--- config.mk ---
export PLATFORM = sky130hd
export DESIGN_NAME = fetch_unit_flat
export DESIGN_NICKNAME = d
export VERILOG_FILES = /design/src/rtl/fetch_unit_if.sv /design/src/rtl/fetch_unit.sv /design/src/flat_wrapper.sv
export SDC_FILE = /design/constraint.sdc
export NUM_CORES = 1
export LEC_CHECK = 0
export ABC_CLOCK_PERIOD_IN_PS = 2700
export BUFFER_PORTS_ARGS = -buffer_cell sky130_fd_sc_hd__buf_2
export CAP_MARGIN = 20
export CORE_MARGIN = 5
export CORE_UTILIZATION = 30
export DETAILED_ROUTE_END_ITERATION = 16
export SYNTH_ARGS = -nofsm -noshare
export SYNTH_HDL_FRONTEND = slang
export SYNTH_SLANG_ARGS = --single-unit
--- constraint.sdc ---
create_clock -name clk -period 2.7 [get_ports clk]
set_input_delay 0.27 -clock clk [delete_from_list [all_inputs] [get_ports clk]]
set_output_delay 0.27 -clock clk [all_outputs]
set_load 0.005 [all_outputs]
--- src/rtl/fetch_unit_if.sv ---
`default_nettype none
// ---------------------------------------------------------------------------
// fetch_unit_if : imem bus, redirect/stall control and decode-side outputs
// Revision 1.0
// ---------------------------------------------------------------------------
interface fetch_unit_if;
  logic        imem_req;
  logic [31:0] imem_addr;
  logic        imem_ready;
  logic [31:0] imem_rdata;
  logic        redirect;
  logic [31:0] redirect_pc;
  logic        stall;
  logic [31:0] inst;
  logic [31:0] inst_pc;
  logic        inst_valid;
  logic [6:0]  OpCode;
  logic [2:0]  Funct3;
  logic [6:0]  Funct7;
  logic        misalign_err;
  logic        bus_err;

  // master: the fetch unit itself
  modport master (
    output imem_req, imem_addr, inst, inst_pc, inst_valid,
           OpCode, Funct3, Funct7, misalign_err, bus_err,
    input  imem_ready, imem_rdata, redirect, redirect_pc, stall
  );

  // slave: instruction memory plus branch path and decode stage
  modport slave (
    input  imem_req, imem_addr, inst, inst_pc, inst_valid,
           OpCode, Funct3, Funct7, misalign_err, bus_err,
    output imem_ready, imem_rdata, redirect, redirect_pc, stall
  );
endinterface
`default_nettype wire

--- src/rtl/fetch_unit.sv ---
`default_nettype none
// ---------------------------------------------------------------------------
// fetch_unit : RV32I fetch stage; PC, imem handshake, redirect, error flags
// Revision 1.0
// ---------------------------------------------------------------------------
module fetch_unit #(
  parameter logic [31:0] RESET_PC = 32'h0000_0000,
  parameter int          TIMEOUT  = 16
) (
  input  wire logic   clk,
  input  wire logic   rst_n,
  fetch_unit_if.master bus
);

  typedef enum logic [1:0] {
    S_FETCH  = 2'd0,
    S_ISSUED = 2'd1,
    S_ERROR  = 2'd2
  } state_t;

  localparam logic [31:0] C_NOP     = 32'h0000_0013;
  localparam logic [7:0]  C_TIMEOUT = 8'(TIMEOUT);

  state_t      state_q, state_d;
  logic [31:0] pc_q, pc_d;
  logic [31:0] inst_q, inst_d;
  logic [31:0] inst_pc_q, inst_pc_d;
  logic        inst_valid_q, inst_valid_d;
  logic        misalign_q, misalign_d;
  logic        bus_err_q, bus_err_d;
  logic [7:0]  cnt_q, cnt_d;

  always_ff @(posedge clk or negedge rst_n) begin
    if (!rst_n) begin
      state_q      <= S_FETCH;
      pc_q         <= RESET_PC;
      inst_q       <= C_NOP;
      inst_pc_q    <= RESET_PC;
      inst_valid_q <= 1'b0;
      misalign_q   <= 1'b0;
      bus_err_q    <= 1'b0;
      cnt_q        <= 8'd0;
    end else begin
      state_q      <= state_d;
      pc_q         <= pc_d;
      inst_q       <= inst_d;
      inst_pc_q    <= inst_pc_d;
      inst_valid_q <= inst_valid_d;
      misalign_q   <= misalign_d;
      bus_err_q    <= bus_err_d;
      cnt_q        <= cnt_d;
    end
  end

  always_comb begin
    state_d      = state_q;
    pc_d         = pc_q;
    inst_d       = inst_q;
    inst_pc_d    = inst_pc_q;
    inst_valid_d = inst_valid_q;
    misalign_d   = misalign_q;
    bus_err_d    = bus_err_q;
    cnt_d        = cnt_q;

    // ERROR ignores redirects; elsewhere a redirect overrides handshake and stall
    if (state_q != S_ERROR && bus.redirect) begin
      inst_valid_d = 1'b0;
      cnt_d        = 8'd0;
      if (bus.redirect_pc[1:0] == 2'b00) begin
        pc_d    = bus.redirect_pc;
        state_d = S_FETCH;
      end else begin
        misalign_d = 1'b1;
        state_d    = S_ERROR;
      end
    end else begin
      case (state_q)
        S_FETCH: begin
          if (bus.imem_ready) begin
            inst_d       = bus.imem_rdata;
            inst_pc_d    = pc_q;
            inst_valid_d = 1'b1;
            pc_d         = pc_q + 32'd4;
            cnt_d        = 8'd0;
            state_d      = S_ISSUED;
          end else begin
            cnt_d = cnt_q + 8'd1;
            if (cnt_d >= C_TIMEOUT) begin
              bus_err_d = 1'b1;
              state_d   = S_ERROR;
            end
          end
        end
        S_ISSUED: begin
          if (!bus.stall) begin
            inst_valid_d = 1'b0;
            state_d      = S_FETCH;
          end
        end
        default: begin
          inst_valid_d = 1'b0;
        end
      endcase
    end
  end

  // Request is gated by reset so it drops the instant rst_n asserts
  assign bus.imem_req     = (state_q == S_FETCH) && rst_n;
  assign bus.imem_addr    = pc_q;
  assign bus.inst         = inst_q;
  assign bus.inst_pc      = inst_pc_q;
  assign bus.inst_valid   = inst_valid_q;
  assign bus.OpCode       = inst_q[6:0];
  assign bus.Funct3       = inst_q[14:12];
  assign bus.Funct7       = inst_q[31:25];
  assign bus.misalign_err = misalign_q;
  assign bus.bus_err      = bus_err_q;

endmodule
`default_nettype wire
--- src/flat_wrapper.sv ---
// flat-port wrapper written by rule: the top's interface ports become plain ports
module fetch_unit_flat 
#(
  parameter logic [31:0] RESET_PC = 32'h0000_0000,
  parameter int          TIMEOUT  = 16
)
  (clk, rst_n, bus_imem_req, bus_imem_addr, bus_inst, bus_inst_pc, bus_inst_valid, bus_OpCode, bus_Funct3, bus_Funct7, bus_misalign_err, bus_bus_err, bus_imem_ready, bus_imem_rdata, bus_redirect, bus_redirect_pc, bus_stall);
  fetch_unit_if bus_i ();
  input  wire logic clk;
  input  wire logic rst_n;
  output wire logic [$bits(bus_i.imem_req)-1:0] bus_imem_req;
  output wire logic [$bits(bus_i.imem_addr)-1:0] bus_imem_addr;
  output wire logic [$bits(bus_i.inst)-1:0] bus_inst;
  output wire logic [$bits(bus_i.inst_pc)-1:0] bus_inst_pc;
  output wire logic [$bits(bus_i.inst_valid)-1:0] bus_inst_valid;
  output wire logic [$bits(bus_i.OpCode)-1:0] bus_OpCode;
  output wire logic [$bits(bus_i.Funct3)-1:0] bus_Funct3;
  output wire logic [$bits(bus_i.Funct7)-1:0] bus_Funct7;
  output wire logic [$bits(bus_i.misalign_err)-1:0] bus_misalign_err;
  output wire logic [$bits(bus_i.bus_err)-1:0] bus_bus_err;
  input wire logic [$bits(bus_i.imem_ready)-1:0] bus_imem_ready;
  input wire logic [$bits(bus_i.imem_rdata)-1:0] bus_imem_rdata;
  input wire logic [$bits(bus_i.redirect)-1:0] bus_redirect;
  input wire logic [$bits(bus_i.redirect_pc)-1:0] bus_redirect_pc;
  input wire logic [$bits(bus_i.stall)-1:0] bus_stall;
  assign bus_imem_req = bus_i.imem_req;
  assign bus_imem_addr = bus_i.imem_addr;
  assign bus_inst = bus_i.inst;
  assign bus_inst_pc = bus_i.inst_pc;
  assign bus_inst_valid = bus_i.inst_valid;
  assign bus_OpCode = bus_i.OpCode;
  assign bus_Funct3 = bus_i.Funct3;
  assign bus_Funct7 = bus_i.Funct7;
  assign bus_misalign_err = bus_i.misalign_err;
  assign bus_bus_err = bus_i.bus_err;
  assign bus_i.imem_ready = bus_imem_ready;
  assign bus_i.imem_rdata = bus_imem_rdata;
  assign bus_i.redirect = bus_redirect;
  assign bus_i.redirect_pc = bus_redirect_pc;
  assign bus_i.stall = bus_stall;
  fetch_unit #(.RESET_PC(RESET_PC), .TIMEOUT(TIMEOUT)) u_core (.clk(clk), .rst_n(rst_n), .bus(bus_i));
endmodule
; ---- Word level (Yosys, flattened, before mapping)
; Cells that the tools add are included.
; W data, S select, Z words.
[word_totals]
register_bits = 109
in_bits = 69
out_inout_bits = 117
word_cells = 50
[classes]
addsub = 2
magnitude_cmp = 1
eq_ne = 6
muxes = 17
n_bitwise = 3
reduce_logical = 13
[ops]
columns = operator, n
row1 = $mux W32, 4
row2 = $add A32 B3 Y32 const B, 1
row3 = $mux W8, 3
row4 = $mux W2, 5
row5 = $reduce_and A3 Y1, 3
row6 = $add A8 B1 Y8 const B, 1
row7 = $ge A8 B5 Y1 const B, 1
row8 = $ne A3 B2 Y1 const B, 2
row9 = $logic_not A2 Y1, 2
row10 = $ne A2 B2 Y1 const B, 2
row11 = $ne A4 B2 Y1 const B, 1
row12 = $pmux W2 S2, 1
row13 = $reduce_and A2 Y1, 2
row14 = $reduce_and A4 Y1, 1
row15 = $reduce_bool A2 Y1, 2
row16 = $mux W1, 3
row17 = $not A1 Y1, 3
row18 = $reduce_bool A3 Y1, 1
row19 = $eq A2 B1 Y1 const B, 1
row20 = $logic_and A1 B1 Y1, 2
row21 = $pmux W1 S2, 1

; ---- Depth between registers and ports, before layout
; Gate-level depths: netlist (run 1).
[logic_depth]
word_depth = 6
mapped_depth = 8
mapped_depth_nobuf = 6

; ---- Worst setup path before layout (run 1)
; Ideal clock, no wire load.
[synth_path]
path_type = register to register
start = register u_core.pc_q[2], in the netlist u_core.bus.imem_addr[2]
end = register u_core.pc_q[26], in the netlist u_core.bus.imem_addr[26]
setup_time_ps = 69
arrival_ps = 1877
required_time_ps = 2631
slack_ps = 753
stages_incl_launch_ff = 7
path_buffers = 0
period_less_slack_ps = 1947
cell_sequence = dfrtp_1 ha_1 nand4_2 nor4_4 nand2_2 or4_1 nand3_1
[synth_via]
elab_chain_cells = 4
[synth_rtl]
columns = element, line
row1 = start: declaration, fetch_unit.sv:25  ; logic [31:0] pc_q, pc_d;
row2 = start signal: assignment, fetch_unit.sv:45  ; pc_q <= pc_d;
row3 = $add A32 B3 Y32, fetch_unit.sv:83  ; pc_d = pc_q + 32'd4;
row4 = $mux W32, fetch_unit.sv:79  ; if (bus.imem_ready) begin
row5 = $mux W32, fetch_unit.sv:77  ; case (state_q)
row6 = $mux W32, fetch_unit.sv:66  ; if (state_q != S_ERROR && bus.redirect) begin
; Every way passes these cells. The select of a mux whose other input is x is not followed.
; A chain may end at the register's enable or synchronous reset.

; ---- Worst setup path in the final report (run 1)
[layout_path]
start = register u_core.pc_q[3], in the netlist u_core.bus.imem_addr[3]
end = register u_core.pc_q[26], in the netlist u_core.bus.imem_addr[26]
; The elaborated chain is that of the path after synthesis.

==> results of run 1 <==
## metal layers
| layer | wire length (um) | share of wire, % | vias up |
|---|---|---|---|
| li1 | - | - | 2354 |
| met1 | 7080 | 46 | 2253 |
| met2 | 7090 | 46 | 151 |
| met3 | 838 | 5.4 | 29 |
| met4 | 401 | 2.6 | 0 |
| met5 | 0 | 0 | - |
## registers in the layout (all words and copies together), names as in the netlist
register	count
u_core.bus.bus_err	1
u_core.bus.imem_addr	32
u_core.bus.inst	32
u_core.bus.inst_pc	32
u_core.bus.inst_valid	1
u_core.bus.misalign_err	1
u_core.cnt_q	8
u_core.state_q	2
## cell families (layout without fill, tap and decap cells)
group | Yosys count | count (layout) | share of synthesized area [%]
AOI/OAI and AO/OA | 105 | 105 | 12.8
xor gates and xnor gates | 1 | 1 | 0.170
adders and majority gates | 2 | 2 | 0.487
muxes | 1 | 1 | 0.219
DFF | 109 | 109 | 53.1
and+or+nand+nor | 333 | 333 | 27.9
buffers and inverters | 53 | 217 | 5.31
## placed cells by master, fill, tap and decap left out, drive strengths merged, types with 4 or more instances in the layout
cell type / Yosys / layout
and3: 6 / 6
o21ai: 23 / 23
and2: 6 / 6
nor4: 4 / 4
inv: 4 / 5
o22ai: 12 / 12
a2bb2oi: 6 / 6
nand3: 21 / 21
a21o: 4 / 4
nand2: 235 / 235
clkbuf: 23 / 10
o22a: 4 / 4
dfrtp: 106 / 106
nor2: 30 / 30
nand4: 15 / 15
buf: 26 / 197
a21oi: 33 / 33
nor3: 7 / 7
## final cells by class
class                      instances  area share [%]
clock inverter                     6           0.942
clock buffer                      10            3.67
sequential                       109            42.0
timing repair buffer             197            15.8
multi-input combinational        442            33.1
tap                              220            4.23
inverter                           4           0.231
## report_power, final
| group | switching, W | internal [W] | leakage, nW | total, W |
|---|---|---|---|---|
| combinational | 0.000373 | 0.000373 | 1.87 | 0.000746 |
| clock | 0.000629 | 0.000744 | 0.149 | 0.00137 |
| sequential | 0.000224 | 0.00188 | 1.41 | 0.00211 |
| total | 0.00123 | 0.00300 | 3.43 | 0.00422 |
## per-stage QoR
step,util (%),setup slack [ps],instance area [um2]
final,39.0,469,6510
after global routing,39.0,231,6510
after CTS,39.0,460,6510
after detailed placement,37.2,473,6210
after global placement,37.2,518,6210
after floorplan,-,753,5140
## synth_stat cells (3+ instances only)
cell type / n / area (um2)
sky130_fd_sc_hd__nand2_1: 234 / 878
sky130_fd_sc_hd__dfrtp_1: 106 / 2650
sky130_fd_sc_hd__a21oi_1: 33 / 165
sky130_fd_sc_hd__nor2_1: 29 / 109
sky130_fd_sc_hd__o21ai_0: 23 / 115
sky130_fd_sc_hd__clkbuf_1: 21 / 78.8
sky130_fd_sc_hd__nand3_1: 21 / 105
sky130_fd_sc_hd__buf_4: 17 / 128
sky130_fd_sc_hd__nand4_1: 14 / 87.6
sky130_fd_sc_hd__o22ai_1: 12 / 75.1
sky130_fd_sc_hd__a2bb2oi_1: 6 / 52.6
sky130_fd_sc_hd__and3_1: 6 / 37.5
sky130_fd_sc_hd__buf_2: 6 / 30.0
sky130_fd_sc_hd__nor3_1: 6 / 30.0
sky130_fd_sc_hd__and2_1: 5 / 31.3
sky130_fd_sc_hd__inv_1: 4 / 15.0
sky130_fd_sc_hd__o22a_1: 4 / 35.0
sky130_fd_sc_hd__a21o_1: 3 / 22.5
sky130_fd_sc_hd__a31oi_1: 3 / 18.8
sky130_fd_sc_hd__buf_1: 3 / 11.3
sky130_fd_sc_hd__dfstp_2: 3 / 78.8
sky130_fd_sc_hd__nor4_1: 3 / 18.8
sky130_fd_sc_hd__o211ai_1: 3 / 22.5
sky130_fd_sc_hd__o31ai_1: 3 / 22.5
## worst min path at each step
stage / cells after the start / slack (ps) / start / endpoint
finish: 2 / 20 / rst_n / u_core.bus.inst_pc[7]$_DFFE_PN0P_
global route: 2 / 60 / rst_n / u_core.bus.inst_pc[7]$_DFFE_PN0P_
CTS: 2 / 60 / rst_n / u_core.bus.imem_addr[25]$_DFFE_PN0P_
detailed placement: 2 / 450 / rst_n / u_core.bus.inst_pc[7]$_DFFE_PN0P_
global placement: 2 / 450 / rst_n / u_core.bus.inst_pc[7]$_DFFE_PN0P_
floorplan: 0 / -30 / rst_n / u_core.bus.bus_err$_DFFE_PN0P_
==> impl_table.tex, run 1 <==
\begin{tabular}{lr}
\hline
Metric & Value \\
\hline
\multicolumn{2}{l}{\textbf{Pwr}} \\
\quad Total leakage power & between 3 and 4 nW \\
\quad Post-layout power & around 0.0042 W \\
\quad Worst ir drop on vdd & 299 uV \\
\quad Pwr per Cell Area & $\sim$650 nW/um2 \\
\multicolumn{2}{l}{\textbf{Detailed routing}} \\
\quad DRC Markers & 0 \\
\quad Post-route ant nets & 0 \\
\quad Drt total wl & approximately 15,000 um \\
\quad Count of TritonRoute iterations in the first routing pass & 4 \\
\quad Routed vias & roughly 4.8k \\
\quad Iter 0 DRT Violations & 291 \\
\quad Via density per instance & 4.85 \\
\quad Routed len/inst & between 15 and 20 um \\
\multicolumn{2}{l}{\textbf{STA}} \\
\quad Setup TNS after final layout & 0 ps \\
\quad Post-route minimum period & 2230 ps \\
\quad Worst rel slew slack & between 50\% and 60\% \\
\quad Hold WS & about 23 ps \\
\quad Final clock skew & 7.91 ps \\
\quad Part of the cycle the worst path needs & slightly above 80\% \\
\quad Unrepaired setup endpoints after global routing & false \\
\quad Final hold violations & 0 \\
\quad Number of failing setup endpoints in the final timing report & 0 \\
\quad Transition time of the tightest slew-check pin & $\sim$700 ps \\
\quad Highest achievable clock rate & between 400 and 500 MHz \\
\quad Slew Limit Fails & 0 \\
\multicolumn{2}{l}{\textbf{Setup path}} \\
\quad Startpoint of the most critical register-to-register path & u\_core.bus.imem\_addr[3]\$\_DFFE\_PN0P\_ \\
\quad Critical-path cell with the highest stage delay & sky130\_fd\_sc\_hd\_\_nor4\_4 \\
\quad CP bufs+invs & 0 \\
\quad Critical Path Fanout Max & 10 \\
\quad Crit path arrival time & between 2000 and 3000 ps \\
\quad Category of the critical setup timing path & flop to flop \\
\quad Setup crit start kind & flop \\
\quad Required time at the endpoint of the critical path & roughly 3000 ps \\
\quad Capturing point of the worst reg2reg path & u\_core.bus.imem\_addr[26]\$\_DFFE\_PN0P\_ \\
\quad Cell Chain, Critical Path & ha\_1 > nand4\_2 > nor4\_4 > nand2\_2 > or4\_1 > nand3\_1 \\
\quad Worst R2R Path Depth & 6 \\
\quad Total number of cells along the worst setup path & 6 \\
\quad Critical path startpoint & u\_core.bus.imem\_addr[3]\$\_DFFE\_PN0P\_ \\
\quad Critical path endpoint & u\_core.bus.imem\_addr[26]\$\_DFFE\_PN0P\_ \\
\quad Reg2reg setup slack & 470 ps \\
\quad CP endpoint kind & flop \\
\quad Delay-heaviest family, CP & simple AND/OR/NAND/NOR gates \\
\quad Largest stage delay on the critical path & approximately 650 ps \\
\multicolumn{2}{l}{\textbf{Yosys}} \\
\quad Post-synthesis average cell area & $\sim$8.5 um2 \\
\quad Fraction of synthesis flops using an asynchronous set or reset pin & 100\% \\
\quad Most used flip-flop cell after synthesis & sky130\_fd\_sc\_hd\_\_dfrtp\_1 \\
\quad Gate Count Post-Synth & between 600 and 700 \\
\quad Distinct cell type count after synthesis & between 50 and 60 \\
\quad Cell area after synthesis & $\sim$5000 um2 \\
\quad Number of synthesis warnings & 0 \\
\quad Share of synthesized area occupied by flip-flops and latches & between 50\% and 60\% \\
\quad Synth Net Count & 675 \\
\quad Post-synth EDFFs & 0 \\
\quad Post-synthesis sequential element count & between 100 and 150 \\
\multicolumn{2}{l}{\textbf{Clock network}} \\
\quad Total setup buffers inserted after CTS & 0 \\
\quad Clock-pin slew of the registers on the worst-case setup and hold paths & 70 ps \\
\quad H-tree levels & 3 \\
\quad Clock buffers created by TritonCTS & 9 \\
\quad CTS tree & built \\
\quad Cell at the root of the clock tree & sky130\_fd\_sc\_hd\_\_clkbuf\_16 \\
\quad Maximum number of buffers from clock root to sink & 2 \\
\quad Total number of clock tree sinks & between 100 and 150 \\
\quad Hold Buf Count CTS & 0 \\
\quad PostCTS Resize Cnt & 0 \\
\quad Latest clock arrival within the worst-skew pair & about 350 ps \\
\multicolumn{2}{l}{\textbf{Finish}} \\
\quad Area used by sequential logic in the layout & 2730 um2 \\
\quad Diode insertion count for antenna repair & 0 \\
\quad Share of post-route cells with drive strength above 1 & 30.1\% \\
\quad Post-Layout Cell Count & 988 \\
\quad Area added between synthesis and finish & 26.6\% \\
\quad Final layout net count & roughly 830 \\
\quad Area occupied by multi-input gates & between 2000 and 2500 um2 \\
\quad Count of filler cells inserted in the layout & 1,772 \\
\multicolumn{2}{l}{\textbf{GRT}} \\
\quad GRT Total Usage & between 15 and 20\% \\
\quad Met1 Resource Use GR & approximately 22\% \\
\quad Met2 track demand over resource & about a quarter \\
\quad Via count of the first global-routing pass & between 4k and 5k \\
\quad Overflow after GRT & 0 \\
\quad Global-route wire length before repair & approximately 25,000 um \\
\quad Met3 Track Usage GR & 2.81\% \\
\quad Pin count of the biggest net entering global routing & between 100 and 150 \\
\quad Antenna violations before repair & 0 \\
\quad Highest-utilization routing layer at the global route stage & met2 \\
\multicolumn{2}{l}{\textbf{Die}} \\
\quad Die W & 141 um \\
\quad Chip height & 141 um \\
\quad Initial standard-cell utilization of the core & a little under a third \\
\quad Die area & slightly below 20,000 um2 \\
\quad Core Rows & 47 \\
\quad Standard cell core area & around 17,000 um2 \\
\quad Top-Level Pins & roughly 190 \\
\multicolumn{2}{l}{\textbf{Min path}} \\
\quad Min-delay worst type & input pin to asynchronous set/reset pin \\
\multicolumn{2}{l}{\textbf{Placed design}} \\
\quad Cell total after placement & a little under 1k \\
\quad HPWL after detailed placement & approximately 11,000 um \\
\quad Weighted congestion reported at the end of routability-driven placement & roughly 0.8 \\
\quad IO Port Bufs & $\sim$190 \\
\multicolumn{2}{l}{\textbf{Run status}} \\
\quad Status & completed \\
\multicolumn{2}{l}{\textbf{Job}} \\
\quad Max cap viols & 0 \\
\hline
\end{tabular}
Power figures use the tool's default switching activity.
==> inputs of run 2 (changes only) <==
ABC_CLOCK_PERIOD_IN_PS = 2200   (was 2700)
clock period = 2.2 ns   (was 2.7 ns; I/O delays follow)
==> run 2 against run 1 <==
Effect of this change:
- flip-flop and latch count is the same
- hold slack gained 30 ps
- routed wire length grew 0.35%
- die area is the same
- sequential share of layout area shrank 0.76 points
- highest routed layer unchanged
- combinational power grew 23%
- maximum frequency grew 7.6%
- clock skew grew 2.5 ps
==> impl_table.tex, run 2 (synthesis gave the netlist of run 1 again) <==
\begin{tabular}{lr}
\hline
Metric & Value \\
\hline
\multicolumn{2}{l}{\textbf{Run status}} \\
\quad Status & completed \\
\multicolumn{2}{l}{\textbf{Clock network}} \\
\quad Maximum number of buffers from clock root to sink & 2 \\
\quad Cell at the root of the clock tree & sky130\_fd\_sc\_hd\_\_clkbuf\_16 \\
\quad Latest clock arrival within the worst-skew pair & roughly 360 ps \\
\quad PostCTS Resize Cnt & 0 \\
\quad CTS tree & built \\
\quad Clock-pin slew of the registers on the worst-case setup and hold paths & $\sim$70 ps \\
\quad Total number of clock tree sinks & about 110 \\
\quad Clock buffers created by TritonCTS & 9 \\
\quad H-tree levels & 3 \\
\multicolumn{2}{l}{\textbf{Finish}} \\
\quad Most frequent cells in the layout & 233 x sky130\_fd\_sc\_hd\_\_nand2\_1, 184 x sky130\_fd\_sc\_hd\_\_buf\_2, 106 x sky130\_fd\_sc\_hd\_\_dfrtp\_1 \\
\quad Area occupied by multi-input gates & $\sim$2200 um2 \\
\quad Share of post-route cells with drive strength above 1 & between 30\% and 40\% \\
\quad Diode insertion count for antenna repair & 0 \\
\quad Final layout net count & between 800 and 900 \\
\quad Count of filler cells inserted in the layout & 1,757 \\
\quad Most frequent standard cell in the layout excluding fill and tap cells & sky130\_fd\_sc\_hd\_\_nand2\_1 \\
\quad Area added between synthesis and finish & 28.9\% \\
\quad Design area & around 6600 um2 \\
\quad Area used by sequential logic in the layout & about 2700 um2 \\
\multicolumn{2}{l}{\textbf{STA}} \\
\quad Post-route minimum period & slightly above 2000 ps \\
\quad Slew Limit Fails & 0 \\
\quad Final hold violations & 0 \\
\quad Hold WS & between 50 and 60 ps \\
\quad Unrepaired setup endpoints after global routing & false \\
\quad Crit path setup slack, layout & around 130 ps \\
\quad Final clock skew & about 10 ps \\
\quad Number of failing setup endpoints in the final timing report & 0 \\
\quad Setup TNS after final layout & 0 ps \\
\quad Highest achievable clock rate & just under 500 MHz \\
\quad Part of the cycle the worst path needs & a little over nine tenths \\
\quad Worst rel slew slack & 51.8\% \\
\quad Transition time of the tightest slew-check pin & slightly above 700 ps \\
\multicolumn{2}{l}{\textbf{Placed design}} \\
\quad Total placed instance area & between 6000 and 7000 um2 \\
\quad IO Port Bufs & 185 \\
\quad Worst slack after detailed placement & 191 ps \\
\quad HPWL after detailed placement & 11,000 um \\
\quad Weighted congestion reported at the end of routability-driven placement & about 0.80 \\
\multicolumn{2}{l}{\textbf{GRT}} \\
\quad Met1 Resource Use GR & 21.5\% \\
\quad Overflow after GRT & 0 \\
\quad Via count of the first global-routing pass & between 4k and 5k \\
\quad GRT Total Usage & 15.8\% \\
\quad Global-route wire length before repair & between 20,000 and 30,000 um \\
\quad Met3 Track Usage GR & about 3.1\% \\
\quad Met2 track demand over resource & about 25\% \\
\quad Pin count of the biggest net entering global routing & between 100 and 150 \\
\quad Highest-utilization routing layer at the global route stage & met2 \\
\quad Antenna violations before repair & 0 \\
\multicolumn{2}{l}{\textbf{Detailed routing}} \\
\quad Routed len/inst & $\sim$16 um \\
\quad Routed vias & slightly below 5k \\
\quad DRC Markers & 0 \\
\quad Iter 0 DRT Violations & 255 \\
\quad Post-route ant nets & 0 \\
\quad Via density per instance & 4.83 \\
\quad Drt total wl & between 15,000 and 20,000 um \\
\quad Count of TritonRoute iterations in the first routing pass & 5 \\
\multicolumn{2}{l}{\textbf{Setup path}} \\
\quad Capturing point of the worst reg2reg path & u\_core.bus.imem\_addr[26]\$\_DFFE\_PN0P\_ \\
\quad Required time at the endpoint of the critical path & roughly 2500 ps \\
\quad Setup crit start kind & flop \\
\quad Reg2reg setup slack & 130 ps \\
\quad Worst R2R Path Depth & 7 \\
\quad Critical-path cell with the highest stage delay & sky130\_fd\_sc\_hd\_\_dfrtp\_1 \\
\quad Cell Chain, Critical Path & ha\_1 > nand4\_2 > nor4\_4 > buf\_4 > nand2\_2 > or4\_1 > nand3\_1 \\
\quad Startpoint of the most critical register-to-register path & u\_core.bus.imem\_addr[2]\$\_DFFE\_PN0P\_ \\
\quad CP endpoint kind & flop \\
\quad Crit path arrival time & 2360 ps \\
\quad Largest stage delay on the critical path & between 400 and 500 ps \\
\quad Category of the critical setup timing path & flop to flop \\
\quad Critical Path Fanout Max & 10 \\
\multicolumn{2}{l}{\textbf{Pwr}} \\
\quad Pwr per Cell Area & 805 nW/um2 \\
\quad Worst ir drop on vdd & between 400 and 500 uV \\
\quad Total leakage power & 3.48 nW \\
\multicolumn{2}{l}{\textbf{Min path}} \\
\quad Hold Path Depth & 3 \\
\quad Worst hold path endpoint & u\_core.bus.inst[1]\$\_DFFE\_PN1P\_ \\
\quad Origin of the worst min-delay path & bus\_imem\_rdata[1] \\
\quad Min-delay worst type & input pin to flop \\
\multicolumn{2}{l}{\textbf{Die}} \\
\quad Die W & roughly 140 um \\
\quad Initial standard-cell utilization of the core & a little under a third \\
\quad Die area & $\sim$20,000 um2 \\
\quad Top-Level Pins & 186 \\
\quad Core Rows & between 40 and 50 \\
\quad Chip height & between 100 and 150 um \\
\quad Standard cell core area & around 17,000 um2 \\
\multicolumn{2}{l}{\textbf{Job}} \\
\quad Max cap viols & 0 \\
\hline
\end{tabular}
[run 2: cell types whose count changed in the layout (fill, tap and decap cells not counted)]
cell                            before  now
sky130_fd_sc_hd__clkinv_2            3    0
sky130_fd_sc_hd__bufinv_16           1    2
sky130_fd_sc_hd__dlygate4sd3_1       0    1
sky130_fd_sc_hd__clkbuf_1            0    1
sky130_fd_sc_hd__buf_12              1    2
sky130_fd_sc_hd__buf_4              12   19
sky130_fd_sc_hd__clkbuf_8            1    3
sky130_fd_sc_hd__inv_6               1    0
[run 2: stage by stage]
stage | total power, W | utilization, % | std cells
after global routing | 0.00565 | 39.7 | 997
after floorplan | 0.00304 | - | 604
final | 0.00534 | 39.7 | 997
after global placement | 0.00354 | 37.6 | 980
after detailed placement | 0.00355 | 37.6 | 980
after CTS | 0.00542 | 39.7 | 997
[run 2: layout make-up]
| type | instances | area share [%] |
|---|---|---|
| clock buffer | 13 | 4.08 |
| clock inverter | 3 | 1.02 |
| inverter | 4 | 0.227 |
| multi-input combinational | 442 | 32.5 |
| sequential | 109 | 41.2 |
| tap | 220 | 4.15 |
| timing repair buffer | 206 | 16.8 |
[run 2: worst max path at each step]
stage                                                    from                              endpoint  slack, ps
after floorplan           u_core.bus.imem_addr[2]$_DFFE_PN0P_  u_core.bus.imem_addr[26]$_DFFE_PN0P_        250
after global placement    u_core.bus.imem_addr[2]$_DFFE_PN0P_  u_core.bus.imem_addr[26]$_DFFE_PN0P_        210
after detailed placement  u_core.bus.imem_addr[3]$_DFFE_PN0P_  u_core.bus.imem_addr[26]$_DFFE_PN0P_        190
after CTS                 u_core.bus.imem_addr[2]$_DFFE_PN0P_  u_core.bus.imem_addr[26]$_DFFE_PN0P_        150
after global routing      u_core.bus.imem_addr[2]$_DFFE_PN0P_  u_core.bus.imem_addr[26]$_DFFE_PN0P_          5
final                     u_core.bus.imem_addr[2]$_DFFE_PN0P_  u_core.bus.imem_addr[26]$_DFFE_PN0P_        130
[run 2: timing repair]
action / 4_1_cts / 5_1_grt
endpoints found under the setup margin: 0 / 0
hold buffers: 1 / 0
endpoints found under the hold margin: 9 / 0
setup buffers: 0 / 0
[run 2: power breakdown]
| part | internal (W) | switching, W |
|---|---|---|
| sequential | 0.00231 | 0.000271 |
| clock | 0.00109 | 0.000744 |
| combinational | 0.000462 | 0.000457 |
| total | 0.00386 | 0.00147 |
[run 2: layer usage]
layer	up-vias	part of all wire (%)
met2	150	46
met5	-	0
met3	24	5.8
li1	2374	-
met4	0	2.4
met1	2272	46
[run 2: worst max-delay path: cells and delay by family, from the launching register on]
kind,cells,cell delay (ps)
fa+ha+maj,1,280
simple gates,5,1060
buf+inv,1,220
flops,1,450
==> inputs of run 3 (changes only) <==
--- a/config.mk
+++ b/config.mk
@@ -13,2 +13,3 @@
 export DETAILED_ROUTE_END_ITERATION = 16
+export PLACE_DENSITY = 0.62
 export SYNTH_ARGS = -nofsm -noshare
--- a/constraint.sdc
+++ b/constraint.sdc
@@ -3,2 +3,2 @@
 set_output_delay 0.22 -clock clk [all_outputs]
-set_load 0.005 [all_outputs]
+set_load 0.1 [all_outputs]
==> run 3 against run 2 <==
Effect of this change:
- the run now ends with hold timing left
- power up 47%
- largest cell class unchanged
- cell area down 0.21%
- maximum frequency rose by 2.4%
- largest power group is now combinational cells
- clock-buffer cell count decreased by 1
- first-iteration DRC count grew 18%
- die area did not move
==> impl_table.tex, run 3 (synthesis gave the netlist of run 1 again) <==
\begin{tabular}{lr}
\hline
Metric & Value \\
\hline
\multicolumn{2}{l}{\textbf{Run status}} \\
\quad Status & complete, but fails checks \\
\quad Violated checks & hold timing \\
\multicolumn{2}{l}{\textbf{STA}} \\
\quad Post-route minimum period & between 2000 and 2500 ps \\
\quad Crit path setup slack, layout & about 170 ps \\
\quad Transition time of the tightest slew-check pin & 607 ps \\
\quad Setup TNS after final layout & 0 ps \\
\quad Unrepaired setup endpoints after global routing & false \\
\quad Number of failing setup endpoints in the final timing report & 0 \\
\quad Final hold violations & 30 \\
\quad Final clock skew & between 6 and 7 ps \\
\quad Slew Limit Fails & 0 \\
\quad Highest achievable clock rate & between 400 and 500 MHz \\
\quad Hold WS & -21.9 ps \\
\quad Worst rel slew slack & 59.5\% \\
\quad Part of the cycle the worst path needs & 92.1\% \\
\multicolumn{2}{l}{\textbf{Finish}} \\
\quad Most frequent cells in the layout & 233 x sky130\_fd\_sc\_hd\_\_nand2\_1, 183 x sky130\_fd\_sc\_hd\_\_buf\_2, 88 x sky130\_fd\_sc\_hd\_\_dfrtp\_1 \\
\quad Final layout net count & between 800 and 900 \\
\quad Most frequent standard cell in the layout excluding fill and tap cells & sky130\_fd\_sc\_hd\_\_nand2\_1 \\
\quad Design area & $\sim$6600 um2 \\
\quad Count of filler cells inserted in the layout & around 1.7k \\
\quad Diode insertion count for antenna repair & 0 \\
\quad Share of post-route cells with drive strength above 1 & between 30\% and 40\% \\
\quad Area used by sequential logic in the layout & between 2000 and 3000 um2 \\
\quad Area occupied by multi-input gates & 2160 um2 \\
\quad Area added between synthesis and finish & 28.7\% \\
\multicolumn{2}{l}{\textbf{Die}} \\
\quad Initial standard-cell utilization of the core & a little under a third \\
\quad Chip height & between 100 and 150 um \\
\quad Die area & slightly below 20,000 um2 \\
\quad Die W & approximately 140 um \\
\quad Standard cell core area & about 17,000 um2 \\
\quad Top-Level Pins & $\sim$190 \\
\quad Core Rows & between 40 and 50 \\
\multicolumn{2}{l}{\textbf{Pwr}} \\
\quad Pwr per Cell Area & 1180 nW/um2 \\
\quad Total leakage power & approximately 3.4 nW \\
\quad Worst ir drop on vdd & between 700 and 800 uV \\
\multicolumn{2}{l}{\textbf{GRT}} \\
\quad Global-route wire length before repair & about 25,000 um \\
\quad GRT Total Usage & 15.8\% \\
\quad Pin count of the biggest net entering global routing & 110 \\
\quad Overflow after GRT & 0 \\
\quad Antenna violations before repair & 1 \\
\quad Via count of the first global-routing pass & between 4k and 5k \\
\multicolumn{2}{l}{\textbf{Min path}} \\
\quad Min-delay worst type & input pin to asynchronous set/reset pin \\
\multicolumn{2}{l}{\textbf{Clock network}} \\
\quad Latest clock arrival within the worst-skew pair & around 350 ps \\
\quad Clock-pin slew of the registers on the worst-case setup and hold paths & around 80 ps \\
\quad Hold Buf Count CTS & 0 \\
\quad Total number of clock tree sinks & 109 \\
\quad Cell at the root of the clock tree & sky130\_fd\_sc\_hd\_\_clkbuf\_16 \\
\quad CTS tree & built \\
\quad Maximum number of buffers from clock root to sink & 2 \\
\quad Clock buffers created by TritonCTS & 9 \\
\quad H-tree levels & 3 \\
\multicolumn{2}{l}{\textbf{Setup path}} \\
\quad Category of the critical setup timing path & flop to flop \\
\quad CP endpoint kind & flop \\
\quad Setup crit start kind & flop \\
\quad Crit path arrival time & 2320 ps \\
\quad Critical Path Fanout Max & 10 \\
\quad Worst R2R Path Depth & 7 \\
\quad Required time at the endpoint of the critical path & between 2000 and 2500 ps \\
\quad Startpoint of the most critical register-to-register path & u\_core.bus.imem\_addr[2]\$\_DFFE\_PN0P\_ \\
\quad Capturing point of the worst reg2reg path & u\_core.bus.imem\_addr[26]\$\_DFFE\_PN0P\_ \\
\quad Reg2reg setup slack & 170 ps \\
\multicolumn{2}{l}{\textbf{Placed design}} \\
\quad IO Port Bufs & roughly 190 \\
\quad Total placed instance area & $\sim$6300 um2 \\
\quad Worst slack after detailed placement & 175 ps \\
\quad Weighted congestion reported at the end of routability-driven placement & 0.802 \\
\quad HPWL after detailed placement & roughly 11,000 um \\
\multicolumn{2}{l}{\textbf{Detailed routing}} \\
\quad Count of TritonRoute iterations in the first routing pass & 4 \\
\quad Post-route ant nets & 0 \\
\quad DRC Markers & 0 \\
\quad Iter 0 DRT Violations & 300 \\
\quad Via density per instance & 4.76 \\
\quad Drt total wl & 15,400 um \\
\quad Routed vias & roughly 4.7k \\
\quad Routed len/inst & 15.5 um \\
\multicolumn{2}{l}{\textbf{Job}} \\
\quad Max cap viols & 0 \\
\hline
\end{tabular}
==> run 3: cell types whose count changed in the layout (fill, tap and decap cells not counted), sizes merged <==
cell         before  now
buf             205  201
bufinv            2    0
clkbuf           13   12
clkinv            0    2
dlygate4sd3       1    0
inv               4    5
==> run 3: per-layer routing <==
layer | routed length (um) | share of wire [%] | up-vias | global-route usage (%)
met3 | 810 | 5.3 | 20 | 3.15
met2 | 7190 | 47 | 136 | 25.0
met1 | 7110 | 46 | 2208 | 21.8
met5 | 13 | 0.085 | - | 0
met4 | 258 | 1.7 | 2 | 5.10
li1 | - | - | 2358 | -
==> run 3: how the worst max path moves through the flow <==
stage,start,endpoint,cells past startpoint
2_1_floorplan,u_core.bus.imem_addr[13]$_DFFE_PN0P_,u_core.bus.imem_addr[26]$_DFFE_PN0P_,5
3_3_place_gp,u_core.bus.imem_addr[2]$_DFFE_PN0P_,u_core.bus.imem_addr[26]$_DFFE_PN0P_,7
3_5_place_dp,u_core.bus.imem_addr[2]$_DFFE_PN0P_,u_core.bus.imem_addr[26]$_DFFE_PN0P_,7
4_1_cts,u_core.bus.imem_addr[2]$_DFFE_PN0P_,u_core.bus.imem_addr[26]$_DFFE_PN0P_,7
5_1_grt,u_core.bus.imem_addr[2]$_DFFE_PN0P_,u_core.bus.imem_addr[26]$_DFFE_PN0P_,7
6_report,u_core.bus.imem_addr[2]$_DFFE_PN0P_,u_core.bus.imem_addr[26]$_DFFE_PN0P_,7
==> run 3: worst max-delay path, stage by stage, from the launching register on <==
cell and delay (ps):
sky130_fd_sc_hd__dfrtp_4 440, sky130_fd_sc_hd__ha_1 240, sky130_fd_sc_hd__nand4_2 180, sky130_fd_sc_hd__nor4_4 290, sky130_fd_sc_hd__buf_4 220, sky130_fd_sc_hd__nand2_2 90
sky130_fd_sc_hd__or4_1 410, sky130_fd_sc_hd__nand3_1 90
==> run 3: report_power, final <==
part	switching [W]	leakage, nW	internal [W]	total, W
combinational	0.00313	1.90	0.000468	0.00360
sequential	0.000273	1.39	0.00233	0.00260
clock	0.000772	0.145	0.000867	0.00164
==> run 3: layout make-up <==
| class | count | share of cell area, % |
|---|---|---|
| flip-flops and latches | 109 | 41.7 |
| multi-input cells | 442 | 32.6 |
| repair buffers | 201 | 16.8 |
| well taps | 220 | 4.16 |
| clock buffers | 12 | 4.03 |
| clock inverters | 4 | 0.454 |
| inverters | 4 | 0.227 |
==> run 3: stage by stage <==
step	instances	total power (W)	hold slack, ps	util (%)
6_report	992	0.00784	-21.9	39.6
3_3_place_gp	976	0.00624	393	37.8
4_1_cts	992	0.00794	13.0	39.6
3_5_place_dp	976	0.00626	404	37.8
2_1_floorplan	604	0.00571	-75.6	-
5_1_grt	992	0.00818	12.0	39.6
==> run 3: repair_timing <==
| item | in CTS | in global routing |
|---|---|---|
| setup endpoints to repair | 0 | 1 |
| hold endpoints to repair | 0 | 0 |
| resized for setup | 0 | 1 |
| buffers inserted | 0 | 0 |
